File: src/rtl/seg7_pkg.sv
// Shared constants for the 8-digit scanned hex display.
// Holds the digit count and the gfedcba segment table.
package seg7_pkg;

  localparam int NUM_DIGITS = 8;

  localparam logic [6:0] SEG_OFF = 7'h00;

  // Active-high gfedcba patterns, entry 0 at the low end
  localparam logic [15:0][6:0] SEG_TABLE = {
    7'h71, 7'h79, 7'h5E, 7'h39,
    7'h7C, 7'h77, 7'h6F, 7'h7F,
    7'h07, 7'h7D, 7'h6D, 7'h66,
    7'h4F, 7'h5B, 7'h06, 7'h3F
  };

  function automatic logic [6:0] hex_seg(input logic [3:0] nib);
    return SEG_TABLE[nib];
  endfunction

endpackage

File: src/rtl/hex_to_seg7.sv
// Combinational hex nibble to active-high gfedcba decoder.
// One instance serves the currently scanned digit.
module hex_to_seg7
  import seg7_pkg::*;
(
  input  logic [3:0] i_nib,
  output logic [6:0] o_seg
);

  always_comb begin
    o_seg = hex_seg(i_nib);
  end

endmodule

File: src/rtl/seg7_scan_32.sv
// Frame-coherent 8-digit multiplexed hex display driver for a 32-bit word.
// Define SEG7_LEADING_ZERO_BLANK_EN to blank leading zero digits.
module seg7_scan_32
  import seg7_pkg::*;
#(
  parameter int SCAN_DIV_W = 17,
  parameter bit ACTIVE_LOW = 1'b1
) (
  input  logic        clk,
  input  logic        rst,
  input  logic [31:0] data_in,
  input  logic        load,
  input  logic [7:0]  dp_in,
  input  logic [7:0]  digit_en,
  output logic [7:0]  an,
  output logic [7:0]  seg,
  output logic        frame_done
);

  logic [SCAN_DIV_W-1:0] r_presc;
  logic [2:0]            r_idx;
  logic [31:0]           r_pending;
  logic [31:0]           r_shadow;
  logic                  r_pend_valid;
  logic [7:0]            r_an;
  logic [7:0]            r_seg;
  logic                  r_frame_done;

  logic                  w_tick;
  logic                  w_wrap;
  logic [3:0]            w_nib;
  logic [6:0]            w_seg7;
  logic [7:0]            w_blank;
  logic [7:0]            w_an_nxt;

  always_comb begin
    w_tick = &r_presc;
    w_wrap = w_tick & (r_idx == 3'd7);
    w_nib  = r_shadow[4*r_idx +: 4];
  end

  hex_to_seg7 u_dec (
    .i_nib (w_nib),
    .o_seg (w_seg7)
  );

`ifdef SEG7_LEADING_ZERO_BLANK_EN
  // Walk down from the top digit while everything seen so far is zero
  always_comb begin
    logic w_zero_above;
    w_blank      = '0;
    w_zero_above = 1'b1;
    for (int k = NUM_DIGITS - 1; k >= 0; k--) begin
      w_zero_above = w_zero_above & (r_shadow[4*k +: 4] == 4'h0);
      w_blank[k]   = w_zero_above & ~dp_in[k] & (k != 0);
    end
  end
`else
  always_comb begin
    w_blank = '0;
  end
`endif

  always_comb begin
    w_an_nxt = '0;
    for (int k = 0; k < NUM_DIGITS; k++) begin
      w_an_nxt[k] = (r_idx == 3'(k)) & digit_en[k] & ~w_blank[k];
    end
  end

  always_ff @(posedge clk or posedge rst) begin
    if (rst) begin
      r_presc <= '0;
      r_idx   <= '0;
    end else begin
      r_presc <= r_presc + 1'b1;
      if (w_tick) r_idx <= r_idx + 3'd1;
    end
  end

  // A load on the wrap edge stays pending for the following frame
  always_ff @(posedge clk or posedge rst) begin
    if (rst) begin
      r_pending    <= '0;
      r_shadow     <= '0;
      r_pend_valid <= 1'b0;
    end else begin
      if (load) r_pending <= data_in;
      if (w_wrap) begin
        if (r_pend_valid) r_shadow <= r_pending;
        r_pend_valid <= load;
      end else if (load) begin
        r_pend_valid <= 1'b1;
      end
    end
  end

  always_ff @(posedge clk or posedge rst) begin
    if (rst) begin
      r_an         <= '0;
      r_seg        <= '0;
      r_frame_done <= 1'b0;
    end else begin
      r_an         <= w_an_nxt;
      r_seg        <= {dp_in[r_idx], w_seg7};
      r_frame_done <= w_wrap;
    end
  end

  always_comb begin
    an         = ACTIVE_LOW ? ~r_an  : r_an;
    seg        = ACTIVE_LOW ? ~r_seg : r_seg;
    frame_done = r_frame_done;
  end

endmodule

File: config.mk
export PLATFORM = sky130hd
export DESIGN_NAME = seg7_scan_32
export DESIGN_NICKNAME = d
export VERILOG_FILES = /design/src/rtl/seg7_pkg.sv /design/src/rtl/hex_to_seg7.sv /design/src/rtl/seg7_scan_32.sv
export SDC_FILE = /design/constraint.sdc
export NUM_CORES = 1
export LEC_CHECK = 0
export ABC_AREA = 0
export CORE_ASPECT_RATIO = 2
export CORE_MARGIN = 10
export CORE_UTILIZATION = 45
export CTS_BUF_LIST = sky130_fd_sc_hd__clkbuf_2 sky130_fd_sc_hd__clkbuf_4 sky130_fd_sc_hd__clkbuf_8
export DETAILED_ROUTE_END_ITERATION = 6
export DONT_BUFFER_PORTS = 1
export PLACE_DENSITY_LB_ADDON = 0.12
export SLEW_MARGIN = 10
export SYNTH_ARGS = -nofsm -noshare
export SYNTH_HDL_FRONTEND = slang
export SYNTH_HIERARCHICAL = 1
export SYNTH_SLANG_ARGS = --single-unit
File: constraint.sdc
create_clock -name clk -period 3.8 [get_ports clk]
set_input_delay 0.57 -clock clk [delete_from_list [all_inputs] [get_ports clk]]
set_output_delay 0.57 -clock clk [all_outputs]
set_load 0.005 [all_outputs]
After elaboration in Yosys (flattened, before gate mapping)
Memory sizes are Yosys's and may differ from the RTL's. A register that Yosys moved wholly into a read port is not among the register bits.
Index checks and enable logic that the tools add are counted.
{"block": "word_totals", "rom_bits": 112, "ff_bits": 102, "n_memories": 1}
{"block": "classes", "n_eq_ne": 7, "n_lt_le_gt_ge": 2, "reduce_logical": 4, "muxes": 5, "add_sub_neg": 2, "n_shift": 1, "bitwise_logic": 11}
{"name": "(no name shown)", "words": 16, "word_bits": 7, "rd": 1, "rd_ports_with_merged_regs": 1, "write_ports": 0, "line_no": "seg7_pkg.sv:18", "text": "return SEG_TABLE[nib];"}
{"op": "32-bit by 6-bit variable part select with 4-bit output", "n": 1}
{"op": "17-bit by 1-bit adder with 17-bit output, second input constant", "n": 1}
{"op": "17-bit AND reduction", "n": 1}
{"op": "8-bit inverter", "n": 2}
{"op": "3-bit equality test, second input constant", "n": 4}
{"op": "1-bit bitwise AND", "n": 9}
{"op": "7-bit 2-to-1 mux", "n": 1}
{"op": "3-bit by 2-bit equality test with 1-bit output, second input constant", "n": 2}
{"op": "4-bit by 5-bit < comparator with 1-bit output, second input constant", "n": 1}
{"op": "3-bit by 4-bit < comparator with 1-bit output, second input constant", "n": 1}
{"op": "3-bit by 1-bit adder with 3-bit output, second input constant", "n": 1}
{"op": "1-bit binary-select mux with 3-bit select", "n": 1}
{"op": "3-bit by 1-bit equality test with 1-bit output, second input constant", "n": 1}
{"op": "3-bit logical NOT", "n": 1}
{"op": "1-bit 2-to-1 mux", "n": 3}
{"op": "2-bit AND reduction", "n": 1}
{"op": "2-bit nonzero test", "n": 1}

Longest topological paths before layout
{"block": "logic_depth", "ltp_word": 3, "mapped_depth": 10, "depth_no_buf": 9}

Cells and area by module
The synthesis kept the hierarchy.
{"mod": "seg7_scan_32", "area_per_inst_um2": 4196.5, "seq_area_each_um2": 2552.4, "n_inst": 1, "cells_per_inst": 287}
{"mod": "hex_to_seg7", "area_per_inst_um2": 287.8, "seq_area_each_um2": 0.0, "n_inst": 1, "cells_per_inst": 33}

Worst setup path after synthesis
Ideal clock, no wire load.
{"block": "synth_path", "kind": "flip-flop to flip-flop", "from": "reg r_presc[0]", "to": "reg r_shadow[30]", "path_buffers": 1, "arrival_time_ns": 2.182, "synth_period_minus_slack_ns": 2.309, "path_stages_with_launch": 11, "slack_ns": 1.491, "cell_sequence": "dfrtp_1 -> ha_1 -> nand3_1 -> nor4_4 -> and3_1 -> ha_1 -> nand2_1 -> inv_2 -> nand2_4 -> buf_6 -> mux2_1"}
{"block": "synth_between", "elab_chain_cells": 3}
{"element": "start, declared", "line_no": "seg7_scan_32.sv:20", "text": "logic [SCAN_DIV_W-1:0] r_presc;"}
{"element": "start signal, assigned", "line_no": "seg7_scan_32.sv:76", "text": "r_presc <= r_presc + 1'b1;"}
{"element": "17-bit AND reduction", "line_no": "seg7_scan_32.sv:37", "text": "w_tick = &r_presc;"}
{"element": "via w_tick", "line_no": "seg7_scan_32.sv:29", "text": "logic w_tick;"}
{"element": "1-bit bitwise AND", "line_no": "seg7_scan_32.sv:38", "text": "w_wrap = w_tick & (r_idx == 3'd7);"}
{"element": "via w_wrap", "line_no": "seg7_scan_32.sv:30", "text": "logic w_wrap;"}
{"element": "2-bit AND reduction (no line)"}
{"element": "end signal, assigned", "line_no": "seg7_scan_32.sv:90", "text": "if (r_pend_valid) r_shadow <= r_pending;"}
{"element": "end, declared", "line_no": "seg7_scan_32.sv:23", "text": "logic [31:0] r_shadow;"}
The timed path passes the listed nets, and every way through them passes these cells.
A chain may end at the register's enable or synchronous reset.

Worst setup path in the final report
{"block": "layout_path", "from": "reg r_idx[1]", "to": "reg r_seg[3]"}
{"block": "layout_between", "elab_chain_cells": 1}
{"element": "start, declared", "line_no": "seg7_scan_32.sv:21", "text": "logic [2:0] r_idx;"}
{"element": "start signal, assigned", "line_no": "seg7_scan_32.sv:77", "text": "if (w_tick) r_idx <= r_idx + 3'd1;"}
{"element": "32-bit by 6-bit variable part select with 4-bit output", "line_no": "seg7_scan_32.sv:39", "text": "w_nib = r_shadow[4*r_idx +: 4];"}
{"element": "via w_nib[1]", "line_no": "seg7_scan_32.sv:31", "text": "logic [3:0] w_nib;"}
{"element": "end, declared", "line_no": "seg7_scan_32.sv:26", "text": "logic [7:0] r_seg;"}
The timed path passes the listed nets, and every way through them passes these cells.

==> results.tsv <==
stage	metric	value	unit
global_routing	global-route usage over all layers	11.7	%
sta	relative slew slack	34.4	%
clocking	hold buffers post-CTS	0	
yosys	Synth Net Count	386	
floorplan	io pins	68	
clocking	CTS root buffer	clkbuf_8	
yosys	synth warn	6	
flow_run	# Max-Cap Violations	0	
clocking	cts repair resizes	0	
finish	fin cells	458	
floorplan	Initial Util	45.9	%
pwr	VDD IR max	0.311	mV
yosys	synthesized flop and latch total	102	
pwr	internal power	1.53	mW
setup_path	slowest cell delay on critical path	880	ps
setup_path	Critical R2R Capture	r_seg[3]$_DFF_PP0_	
yosys	synthesized cell area	0.00448	sq mm
clocking	Clock Latency Late Sink	360	ps
clocking	TritonCTS Buffers	9	
finish	commonest non-fill, non-tap cells in the layout	102 x dfrtp_1, 63 x mux2_2, 28 x inv_1, 21 x nand2_1, 15 x ha_1	
setup_path	reg2reg path depth	7	
sta	# setup viols final	0	
detailed_routing	antenna viol nets, final	0	
pwr	Sequential Power Share	59.0	%
clocking	clock buffer depth	2	
sta	worst-margin pin slew	984	ps
floorplan	Die ar.	0.0146	sq mm
yosys	Syn Area/Cell	14.0	sq um
yosys	Seq/Total Area, Yosys	56.9	%
finish	synthesis-to-finish area growth	7.06	%
global_routing	gr ovfl total	0	
setup_path	CP Data Arrival Time	3080	ps
clocking	CTS tree	yes	
sta	Clock Skew	10.5	ps
min_path	Hold Crit Class	in2async	
clocking	H-tree Lvls	3	
setup_path	worst-path cell chain	mux4_2 -> nand2_1 -> nand2_1 -> inv_1 -> ha_1 -> inv_1 -> mux4_1	
sta	Tmin final	2850	ps
pwr	Gate power share	3.3	%
pwr	Clk network pwr share	37.7	%
detailed_routing	via count	2327	
finish	Reg area	0.00255	sq mm
detailed_routing	detailed-route wire length	8110	um
setup_path	critical path's top delay family	multiplexers	
finish	multi-input logic area	0.00173	sq mm
sta	Max Clock Freq	351	MHz
clocking	setup bufs post-CTS	0	
place	PortBufs	0	
finish	most common cell after layout, fill and taps aside	dfrtp_1	
place	Placed Instances	442	
place	HPWL after DPL	5930	um
global_routing	pin count of the biggest net entering global routing	81	
sta	Slew Limit Fails	0	
pwr	Static Leakage	2.30	nW
detailed_routing	Post-route DRC	0	
yosys	distinct cell type count after synthesis	36	
yosys	Mapped Cells	320	
sta	fin crit share	74.9	%
floorplan	core area	0.00976	sq mm
setup_path	flop2flop setup slack	950	ps
pwr	Sw Ratio	20.7	%
floorplan	die span in x	90.6	um
pwr	Net Sw Power	400	uW
global_routing	vias in the first global route	2640	
setup_path	Crit path buffers/inverters	2	
setup_path	CP startpoint	r_idx[1]$_DFFE_PP0P_	
global_routing	first-pass GRT wire length	13600	um
sta	final hold vios	0	
finish	n_diodes	0	
setup_path	endpoint class of the critical path	flop	
place	GPL Wtd Cong	0.761	
finish	Final nets	387	
sta	Sum Neg Setup Slack	0	ps
setup_path	Crit-path slowest cell	dfrtp_1	
global_routing	initial antenna violation count	0	
finish	layout cells sized above 1	30.4	%
detailed_routing	post-DR wirelength/cell	17.7	um
setup_path	startpoint types	flop	
outcome	outcome	finished clean	
pwr	Pwr Density	402	mW/mm^2
clocking	Worst-path clk slew	90	ps
detailed_routing	DR iter-0 viols	140	
sta	RSZ-0062 raised after global routing	false	
setup_path	Req. time, crit path	4030	ps
finish	Filler cells	891	
setup_path	worst-path fanout max	13	
setup_path	kind of critical path	reg2reg	
floorplan	Die Y	161	um
detailed_routing	Pre-antenna DRT Iters	4	
floorplan	# rows	51	
detailed_routing	Via density	5.08	
clocking	clk sinks	102	
setup_path	reg2reg start	r_idx[1]$_DFFE_PP0P_	
[metal layers]
metal  part of all wire [%]  track usage (%)
met1                     39             12.3
met2                     54             21.1
met3                    5.9             3.48
met4                    1.8             5.02
met5                      0                0
[synth_stat cells, drive strengths merged]
library cell / n / area (sq um)
dfrtp: 102 / 2550
mux2: 67 / 754
inv: 30 / 113
nand2: 22 / 90.1
ha: 15 / 188
mux4: 11 / 252
xor2: 11 / 96.3
buf: 10 / 77.6
and3: 7 / 43.8
nor3: 6 / 30.0
nand3: 5 / 25.0
nor2: 5 / 18.8
a21oi: 4 / 20.0
xnor2: 4 / 35.0
nand4: 3 / 33.8
nor4: 3 / 46.3
and2: 2 / 12.5
clkbuf: 2 / 7.51
mux2i: 2 / 20.0
a21o: 1 / 7.51
a31o: 1 / 8.76
nand2b: 1 / 6.26
nand3b: 1 / 7.51
nor2b: 1 / 6.26
o21ai: 1 / 5.00
o31a: 1 / 10.0
o32a: 1 / 10.0
or2b: 1 / 7.51
[sequential cells by signal (all words and copies together), names as in the netlist]
signal        count
r_seg             8
r_presc          17
r_pend_valid      1
r_shadow         32
r_pending        32
r_an              8
frame_done        1
r_idx             3
[cell families after synthesis]
kind of cell | synth area share [%]
DFF | 56.9
muxes | 22.9
and+or+nand+nor | 7.31
buffers and inverters | 4.41
xor gates and xnor gates | 2.93
adders and majority gates | 4.19
AOI/OAI and AO/OA | 1.37
[stage by stage]
stage               power, mW  cell area [sq um]  worst slack, ps  hold WS [ps]  utilization (%)
global placement         1.22               4580              917           456             46.9
detailed placement       1.23               4580              891           465             46.9
global route             2.02               4800              695           280             49.2
floorplan                1.21               4480              555           434                -
CTS                      1.96               4800              868           284             49.2
finish                   1.93               4800              953           279             49.2
[power groups by stage]
stage | Combinational (mW) | Clock, mW | Sequential, mW
after floorplan | 0.0607 | 0 | 1.15
after global placement | 0.0640 | 0 | 1.16
after detailed placement | 0.0664 | 0 | 1.16
after CTS | 0.0664 | 0.751 | 1.14
after global routing | 0.0723 | 0.801 | 1.14
final | 0.0633 | 0.728 | 1.14
[area by class of cell]
cell class / instances / share of cell area, %
Sequential cell: 102 / 53.2
Tap cell: 132 / 3.44
Clock buffer: 14 / 3.75
Inverter: 30 / 2.40
Timing Repair Buffer: 2 / 0.313
Clock inverter: 2 / 0.808
Multi-Input combinational cell: 176 / 36.1
[worst max path at each step]
stage,end,cells past startpoint
2_1_floorplan,frame_done$_DFF_PP0_,1
3_3_place_gp,r_seg[3]$_DFF_PP0_,7
3_5_place_dp,r_seg[3]$_DFF_PP0_,7
4_1_cts,r_seg[3]$_DFF_PP0_,7
5_1_grt,r_seg[3]$_DFF_PP0_,7
6_report,r_seg[3]$_DFF_PP0_,7
(Power assumes the default switching activity.)
